<file path="src/rtl/fsmlog_seq_det.sv">
// rtl/fsmlog_seq_det.sv - programmable N-symbol pattern detector with masking, overlap and hit counting
module fsmlog_seq_det #(
    parameter int W     = 1,
    parameter int N     = 4,
    parameter int CNT_W = 8
) (
    input  logic               clk,
    input  logic               rst,
    input  logic               en,
    input  logic               in_vld,
    input  logic [W-1:0]       in_dat,
    input  logic [N*W-1:0]     pat,
    input  logic [N-1:0]       pat_mask,
    input  logic               overlap,
    input  logic               clr,
    output logic               hit,
    output logic               flag,
    output logic [CNT_W-1:0]   hit_cnt,
    output logic [1:0]         state_o
);
    localparam int FW = $clog2(N + 1);
    localparam logic [FW-1:0]    FILL_MAX = FW'(N);
    localparam logic [FW:0]      N_EXT    = (FW + 1)'(N);
    localparam logic [CNT_W-1:0] CNT_MAX  = '1;

    typedef enum logic [1:0] {
        IDLE = 2'd0,
        FILL = 2'd1,
        SCAN = 2'd2
    } state_t;

    state_t         state;
    logic [N*W-1:0] hist;
    logic [N*W-1:0] window;
    logic [FW-1:0]  fill;
    logic [FW-1:0]  fill_nxt;
    logic           acc;
    logic           full;
    logic           pat_ok;
    logic           match;
    logic           restart;

    assign acc     = en & in_vld;
    assign full    = ({1'b0, fill} + (FW + 1)'(1)) >= N_EXT;
    assign state_o = state;

    // Candidate window: history aged by one slot with the incoming symbol as newest.
    always_comb begin
        window = hist >> W;
        window[(N-1)*W +: W] = in_dat;
    end

    always_comb begin
        pat_ok = 1'b1;
        for (int k = 0; k < N; k++) begin
            if (!pat_mask[k] && (window[k*W +: W] != pat[k*W +: W])) begin
                pat_ok = 1'b0;
            end
        end
    end

    assign match   = acc & full & pat_ok;
    assign restart = ~en | (match & ~overlap);

    always_comb begin
        fill_nxt = fill;
        if (restart) begin
            fill_nxt = '0;
        end else if (acc && (fill != FILL_MAX)) begin
            fill_nxt = fill + 1'b1;
        end
    end

    always_ff @(posedge clk or negedge rst) begin
        if (!rst) begin
            state   <= IDLE;
            hist    <= '0;
            fill    <= '0;
            hit     <= 1'b0;
            flag    <= 1'b0;
            hit_cnt <= '0;
        end else begin
            fill <= fill_nxt;
            hit  <= match;

            if (restart) begin
                hist <= '0;
            end else if (acc) begin
                hist <= window;
            end

            // A hit registering in the same cycle as clr takes priority over the clear.
            if (match) begin
                flag <= 1'b1;
            end else if (clr) begin
                flag <= 1'b0;
            end

            if (match) begin
                if (clr) begin
                    hit_cnt <= CNT_W'(1);
                end else if (hit_cnt != CNT_MAX) begin
                    hit_cnt <= hit_cnt + 1'b1;
                end
            end else if (clr) begin
                hit_cnt <= '0;
            end

            case (state)
                IDLE: begin
                    if (en) state <= FILL;
                end
                FILL: begin
                    if (!en) state <= IDLE;
                    else if (fill_nxt == FILL_MAX) state <= SCAN;
                end
                SCAN: begin
                    if (!en) state <= IDLE;
                    else if (match && !overlap) state <= FILL;
                end
                default: state <= IDLE;
            endcase
        end
    end
endmodule

</file>
<file path="config.mk">
export PLATFORM = sky130hd
export DESIGN_NAME = fsmlog_seq_det
export DESIGN_NICKNAME = d
export VERILOG_FILES = /design/src/rtl/fsmlog_seq_det.sv
export SDC_FILE = /design/constraint.sdc
export NUM_CORES = 1
export LEC_CHECK = 0
export ABC_CLOCK_PERIOD_IN_PS = 4900
export CAP_MARGIN = 25
export CORE_MARGIN = 3
export CORE_UTILIZATION = 47
export DETAILED_ROUTE_END_ITERATION = 8
export PLACE_DENSITY_LB_ADDON = 0.1
export SYNTH_ARGS = -nofsm -noshare
export SYNTH_HDL_FRONTEND = slang
export SYNTH_SLANG_ARGS = --single-unit
</file>
<file path="constraint.sdc">
create_clock -name clk -period 4.9 [get_ports clk]
set_input_delay 0.735 -clock clk [delete_from_list [all_inputs] [get_ports clk]]
set_output_delay 0.735 -clock clk [all_outputs]
set_load 0.01 [all_outputs]
</file>
==> out/qor.txt, run 1 <==
=====================================================================================
Vias in the first global route .........................................          862
Final max-slew violation count .........................................            0
Number of buffers added on ports .......................................           26
Routability congestion estimate from global placement ..................       0.8101
Top cells by area in the synthesized netlist ........................... sky130_fd_sc_hd__dfrtp_1 (45%), sky130_fd_sc_hd__xnor2_1 (4.4%), sky130_fd_sc_hd__mux2i_1 (4.0%)
Fillcell total .........................................................          167
Top post-synthesis cells by count ...................................... sky130_fd_sc_hd__dfrtp_1 (18), sky130_fd_sc_hd__nor2_1 (10), sky130_fd_sc_hd__a21oi_1 (7)
Setup Slack @ Placement ................................................     1.910 ns
Fin util ...............................................................       64.77%
Critical path's slowest cell ........................................... sky130_fd_sc_hd__clkdlybuf4s50_1
Largest net degree at the start of global routing ......................           21
H-tree levels ..........................................................            1
Number of distinct library cells after synthesis .......................           34
Total DRC errors in the routed layout ..................................            0
Post-DR vias/cell ......................................................        5.591
Final Total Pwr ........................................................     258.0 uW
Routed via count .......................................................          861
Pwr dens ............................................................... 201.0 mW/mm2
Master cell of the clock root buffer ................................... sky130_fd_sc_hd__clkbuf_4
Clock-pin slew of the registers on the worst-case setup and hold paths .      0.09 ns
Hold bufs inserted after CTS ...........................................            0
Bufs on Longest Clock Path .............................................            2
Total Wirelength .......................................................      2177 um
Number of placement rows ...............................................           16
Largest clock skew in the final design .................................  0.002725 ns
Crit end category ......................................................         flop
Clock sink count .......................................................           18
Count of cells resized by post-cts repair ..............................            0
Tot GR Track Use .......................................................       18.26%
Maximum resistive drop on vdd ..........................................     164.2 uV
Starting DRT DRC Count .................................................           10
Ordered cell list for the critical path ................................ clkdlybuf4s50_1 -> o211ai_1 -> a31o_1 -> or3_4 -> or4_1 -> a21oi_1
Worst hold path type ................................................... flop to flop
RSZ-0062 raised after global routing ...................................        false
Number of max-capacitance violations reported ..........................            0
Worst Path Required ....................................................      5.11 ns
Number of optimization iterations in the first detailed-route pass .....            4
Width of the die .......................................................     51.98 um
Flop and latch count out of synthesis ..................................           18
EDFF count, synth ......................................................            0
Detail Placement HPWL ..................................................      1605 um
Timing-limited maximum frequency .......................................    370.3 MHz
Global-route wire length before repair .................................      3657 um
Average detailed-routed wire length per instance .......................     14.14 um
Final period utilization ...............................................       55.12%
Number of antenna violations at the first check in global routing ......            0
Outcome ................................................................    completed
Top FF cell, synth ..................................................... sky130_fd_sc_hd__dfrtp_1
Clock tree from TritonCTS ..............................................          yes
Data arrival time of the worst path ....................................      2.91 ns
Sequential cell area fraction in the yosys report ......................       45.34%
Effective utilization at floorplan .....................................       50.13%
Cells after Synth ......................................................          102
Residual overflow from global routing ..................................            0
Layout overhead on the synthesized area ................................       29.22%
Critical path start-end classification ................................. input pin to flop
Clock insertion delay at the later pin of the skew report ..............      0.28 ns
Worst rel slew slack ...................................................       43.44%
YS warnings ............................................................            0
Post-Place Cells .......................................................          151
Actual slew at the worst max-slew pin ..................................    0.8457 ns
I/O Pins ...............................................................           27
Std-Cell Core Area ..................................................... 0.001982 mm2
Setup violators final ..................................................            0
Number of nets produced by synthesis ...................................          120
FF+latch area ..........................................................    450.4 um2
Net count, final .......................................................          147
Total clock buffers created by CTS .....................................            3
Critical path buffer and inverter count ................................            1
Most repeated cell in the gate-level netlist after synthesis ........... sky130_fd_sc_hd__dfrtp_1
Height of the die ......................................................     51.98 um
Antenna diode count ....................................................            0
Number of hold violations in the final report ..........................            0
Final setup slack of the worst path ....................................     2.199 ns
FFs w/ async S/R, synth ................................................       100.0%
Multi-input combinational cell area ....................................    494.2 um2
Final critical-path required period ....................................     2.701 ns
Overall die area ....................................................... 0.002701 mm2
Proportion of layout cells with a drive suffix above 1 .................       6.299%
Maximum fanout count along the critical path ...........................           20
Combined area of all synthesized cells .................................    993.5 um2
Setup TNS ..............................................................         0 ns
Critical path's top delay family ....................................... simple AND/OR/NAND/NOR gates
Post-CTS setup buffer count ............................................            0
Portion of synthesized cell area occupied by the leading cell type .....       45.34%
Count of antenna-violating nets left after detailed routing ............            0
Cell Count, Final, Fillers Out .........................................          154
Leakage Power .......................................................... 0.0005029 uW
Cell taking the most area after synthesis .............................. sky130_fd_sc_hd__dfrtp_1
Kind of start point of the critical path ...............................    input pin
Max incr delay on CP ...................................................      0.66 ns
Mean instance size in the synthesized netlist ..........................    9.740 um2
=====================================================================================
final timing paths:
path	from	to	slack, ns	cells past startpoint
min	flag$_DFFE_PN0P_	flag$_DFFE_PN0P_	0.54	2
min reg2reg	flag$_DFFE_PN0P_	flag$_DFFE_PN0P_	0.54	2
min in group asynchronous	rst	hit_cnt[7]$_DFFE_PN0P_	0.93	1
max	in_vld	hit_cnt[7]$_DFFE_PN0P_	2.20	6
max reg2reg	fill[0]$_DFF_PN0_	hit_cnt[7]$_DFFE_PN0P_	2.64	6
max in group asynchronous	rst	hit_cnt[4]$_DFFE_PN0P_	3.46	1
placed cells by master (no fill, tap or decap), drive strengths merged, types with 2 or more instances in the layout:
master / n
a21oi: 7
clkbuf: 3
clkdlybuf4s50: 26
dfrtp: 18
ha: 3
inv: 6
mux2i: 4
nand2: 5
nand3: 3
nor2: 10
nor2b: 3
o211ai: 2
o21ai: 7
o22ai: 2
o31ai: 3
or3: 3
or3b: 2
or4: 3
xnor2: 5
metrics by stage:
step,instance area [um2],hold slack [ns]
2_1_floorplan,993.5,0.4394
3_3_place_gp,1261,0.5219
3_5_place_dp,1261,0.5152
4_1_cts,1284,0.5458
5_1_grt,1284,0.5924
6_report,1284,0.5418
flip-flops by register name, indices dropped and copies added (netlist names):
name / cells
state_o: 2
hit: 1
hist: 3
flag: 1
fill: 3
hit_cnt: 8
final cells by class:
class / count / area share [%]
well taps: 27 / 2.632
inverters: 6 / 1.754
repair buffers: 26 / 20.27
flip-flops and latches: 18 / 35.09
multi-input cells: 74 / 38.50
clock buffers: 3 / 1.754
power breakdown:
part | switching [uW] | total, uW | leakage [uW] | internal, uW
combinational | 14.9 | 33.0 | 0.000242 | 18.1
sequential | 3.04 | 154 | 0.000247 | 151
clock | 42.6 | 71.1 | 0.0000138 | 28.5
total | 60.5 | 258 | 0.000503 | 197
layer usage:
layer,share of wire (%),wire (um),track usage [%]
met1,46,1009,23.27
met2,47,1018,29.50
met3,5.3,116,3.725
met4,1.4,31,8.297
met5,0,0,0
cells by family after synthesis:
family,count (synthesis),share of synthesized area (%)
and+or+nand+nor,32,17.63
AOI/OAI and AO/OA,29,18.77
DFF,18,45.34
buffers and inverters,10,4.912
xor gates and xnor gates,5,4.408
muxes,5,5.164
adders and majority gates,3,3.779
tightest hold or removal path: stages (launching register included):
cell and delay (ns):
sky130_fd_sc_hd__dfrtp_1 0.39, sky130_fd_sc_hd__inv_1 0.05, sky130_fd_sc_hd__o21ai_0 0.07
Power figures use the tool's default switching activity.
==> inputs of run 2 (changes only) <==
Settings changed: ABC_CLOCK_PERIOD_IN_PS 4900 to 2300, CORE_UTILIZATION 47 to 42.
Clock period 4.9 ns to 2.3 ns, I/O delays scaled along.
==> out/qor.txt, run 2 (synthesis results as in run 1) <==
=====================================================================================
Outcome ................................................................    completed
Number of buffers added on ports .......................................           26   unchanged
Number of optimization iterations in the first detailed-route pass .....            4   unchanged
Number of hold violations in the final report ..........................            0   unchanged
Hold bufs inserted after CTS ...........................................            0   unchanged
Actual slew at the worst max-slew pin ..................................    0.3182 ns   -0.5275 ns
Kind of start point of the critical path ...............................         flop
Height of the die ......................................................     54.64 um   +5.1%
Post-DR vias/cell ......................................................        5.404   -3.3%
Capture instance of the worst register-to-register path ................ hit_cnt[7]$_DFFE_PN0P_
Largest register FFs ...................................................            8   unchanged
Worst rel slew slack ...................................................       78.72%   +35 points
Worst hold path type ................................................... input pin to asynchronous set/reset pin
Data arrival time of the worst path ....................................      2.38 ns   -0.53 ns
Routability congestion estimate from global placement ..................       0.8352   +3.1%
Post-Place Cells .......................................................          157   +4.0%
Internal Pwr Total .....................................................     461.0 uW   +130%
Setup violators final ..................................................            0   unchanged
Clock insertion delay at the later pin of the skew report ..............      0.29 ns   about the same
Vias in the first global route .........................................          836   -3.0%
Largest net degree at the start of global routing ......................           19   -9.5%
Count of antenna-violating nets left after detailed routing ............            0   unchanged
Setup TNS ..............................................................         0 ns   unchanged
Share of total power consumed by net switching .........................       23.41%   -0.051 points
I/O Pins ...............................................................           27   unchanged
Cell Count, Final, Fillers Out .........................................          161   +4.5%
Origin of the critical flop-to-flop path ............................... fill[0]$_DFF_PN0_
Maximum fanout count along the critical path ...........................           11   -45%
Count of cells resized by post-cts repair ..............................            0   unchanged
Worst Path Required ....................................................      2.53 ns   -2.58 ns
Fin util ...............................................................       63.87%   -0.90 points
Number of placement rows ...............................................           16   unchanged
Clock sink count .......................................................           18   unchanged
Final period utilization ...............................................       93.59%
Timing-limited maximum frequency .......................................    464.6 MHz
Master cell of the clock root buffer ................................... sky130_fd_sc_hd__clkbuf_4
Global-route wire length before repair .................................      3677 um   +0.55%
Sw Pwr .................................................................     140.9 uW   +130%
Maximum resistive drop on vdd ..........................................     288.0 uV   +75%
Width of the die .......................................................     54.64 um   +5.1%
H-tree levels ..........................................................            1   unchanged
Effective utilization at floorplan .....................................       47.26%   -2.9 points
Number of max-capacitance violations reported ..........................            0   unchanged
Number of cells on the worst reg-to-reg path ...........................            6   unchanged
Combinational cell fraction of total power .............................        12.6%   -0.2 points
Overall die area ....................................................... 0.002985 mm2   +10%
Number of antenna violations at the first check in global routing ......            0   unchanged
Critical path start-end classification ................................. flop to flop
Pwr dens ............................................................... 448.3 mW/mm2   +120%
Reg2Reg Setup Slack ....................................................      0.15 ns   -2.49 ns
Starting DRT DRC Count .................................................           21   +11
Average detailed-routed wire length per instance .......................     13.63 um   -3.6%
Clock tree from TritonCTS ..............................................          yes
Proportion of layout cells with a drive suffix above 1 .................       11.19%   +4.9 points
Antenna diode count ....................................................            0   unchanged
Final setup slack of the worst path ....................................    0.1475 ns   -2.052 ns
Total Wirelength .......................................................      2194 um   +0.78%
Sequential cell fraction of total power ................................        54.4%   -5.2 points
Final critical-path required period ....................................     2.152 ns
Detail Placement HPWL ..................................................      1650 um   +2.8%
Bufs on Longest Clock Path .............................................            2   unchanged
Top reg by flops .......................................................      hit_cnt
Most common cell after layout, fill and taps aside ..................... sky130_fd_sc_hd__clkdlybuf4s50_1
Final max-slew violation count .........................................            0   unchanged
Crit end category ......................................................         flop
RSZ-0062 raised after global routing ...................................        false
Largest registers ranked by flip-flop count ............................ hit_cnt: 8 flops, fill: 3 flops, hist: 3 flops
Residual overflow from global routing ..................................            0   unchanged
Post-CTS setup buffer count ............................................            0   unchanged
Total DRC errors in the routed layout ..................................            0   unchanged
Layout overhead on the synthesized area ................................       35.14%
Net count, final .......................................................          153   +4.1%
Leakage Power .......................................................... 0.0005376 uW   +6.9%
Fillcell total .........................................................          187   +12%
Clock-pin slew of the registers on the worst-case setup and hold paths .      0.11 ns   +0.02 ns
Tot GR Track Use .......................................................       17.43%   -0.84 points
Clock power frac .......................................................        33.0%   +5.4 points
Std-Cell Core Area ..................................................... 0.002102 mm2   +6.1%
Routed via count .......................................................          870   +1.0%
Total clock buffers created by CTS .....................................            3   unchanged
Setup Slack @ Placement ................................................  -0.01295 ns   -1.923 ns
Highest-count cells in the layout ignoring fill and taps ............... sky130_fd_sc_hd__clkdlybuf4s50_1 (26), sky130_fd_sc_hd__dfrtp_1 (18), sky130_fd_sc_hd__nor2_1 (10), sky130_fd_sc_hd__a21oi_1 (7)
Largest clock skew in the final design .................................  0.001585 ns   -0.001140 ns
=====================================================================================
## run 2: final cells by class
type                       count  area [um2]  area share, %
inverter                       6       22.52          1.678
multi-input combinational     74       494.2          36.81
sequential                    18       450.4          33.55
tap                           27       33.78          2.516
timing repair buffer          32       305.3          22.74
clock buffer                   4       36.28          2.703
## run 2: per-stage QoR
stage | cell area (um2) | hold WS [ns] | total power, uW
floorplan | 993.5 | 0.04941 | 364.1
global placement | 1306 | 0.5356 | 408.4
detailed placement | 1306 | 0.5284 | 410.2
CTS | 1343 | 0.3641 | 613.1
global route | 1343 | 0.3812 | 629.9
finish | 1343 | 0.3635 | 601.9
## run 2: how the worst max path moves through the flow
stage,end,startpoint,cells after the start
4_1_cts,hit_cnt[6]$_DFFE_PN0P_,fill[0]$_DFF_PN0_,6
2_1_floorplan,hit_cnt[7]$_DFFE_PN0P_,fill[0]$_DFF_PN0_,7
3_3_place_gp,hit_cnt[7]$_DFFE_PN0P_,en,6
3_5_place_dp,hit_cnt[6]$_DFFE_PN0P_,in_vld,6
5_1_grt,hit_cnt[6]$_DFFE_PN0P_,fill[0]$_DFF_PN0_,6
6_report,hit_cnt[7]$_DFFE_PN0P_,fill[0]$_DFF_PN0_,6
## run 2: per-layer routing
layer	track usage (%)	up-vias	wire, um
met1	24.40	392	1028
li1	-	435	-
met4	8.714	0	34
met5	0	-	0
met2	25.79	39	961
met3	2.725	4	170
## run 2: worst max-delay path, cell delays in order, from the launching register on
cell and delay, ns:
sky130_fd_sc_hd__dfrtp_1 0.45, sky130_fd_sc_hd__ha_1 0.24, sky130_fd_sc_hd__o211ai_1 0.09, sky130_fd_sc_hd__a31o_1 0.19, sky130_fd_sc_hd__or3_4 0.44, sky130_fd_sc_hd__or4_1 0.52
sky130_fd_sc_hd__a21oi_1 0.15
## run 2: power by group through the flow
stage	clock network, uW	registers, uW	logic, uW
finish	198	327	76.1
global route	218	328	83.4
CTS	209	327	77.0
detailed placement	0	334	76.6
global placement	0	333	74.9
floorplan	0	333	31.3
==> inputs of run 3 (changes only) <==
Settings changed: CAP_MARGIN 25 to unset.
==> results of run 3 <==
Same layout as run 2: the final DEF is identical, and so are final timing and power.
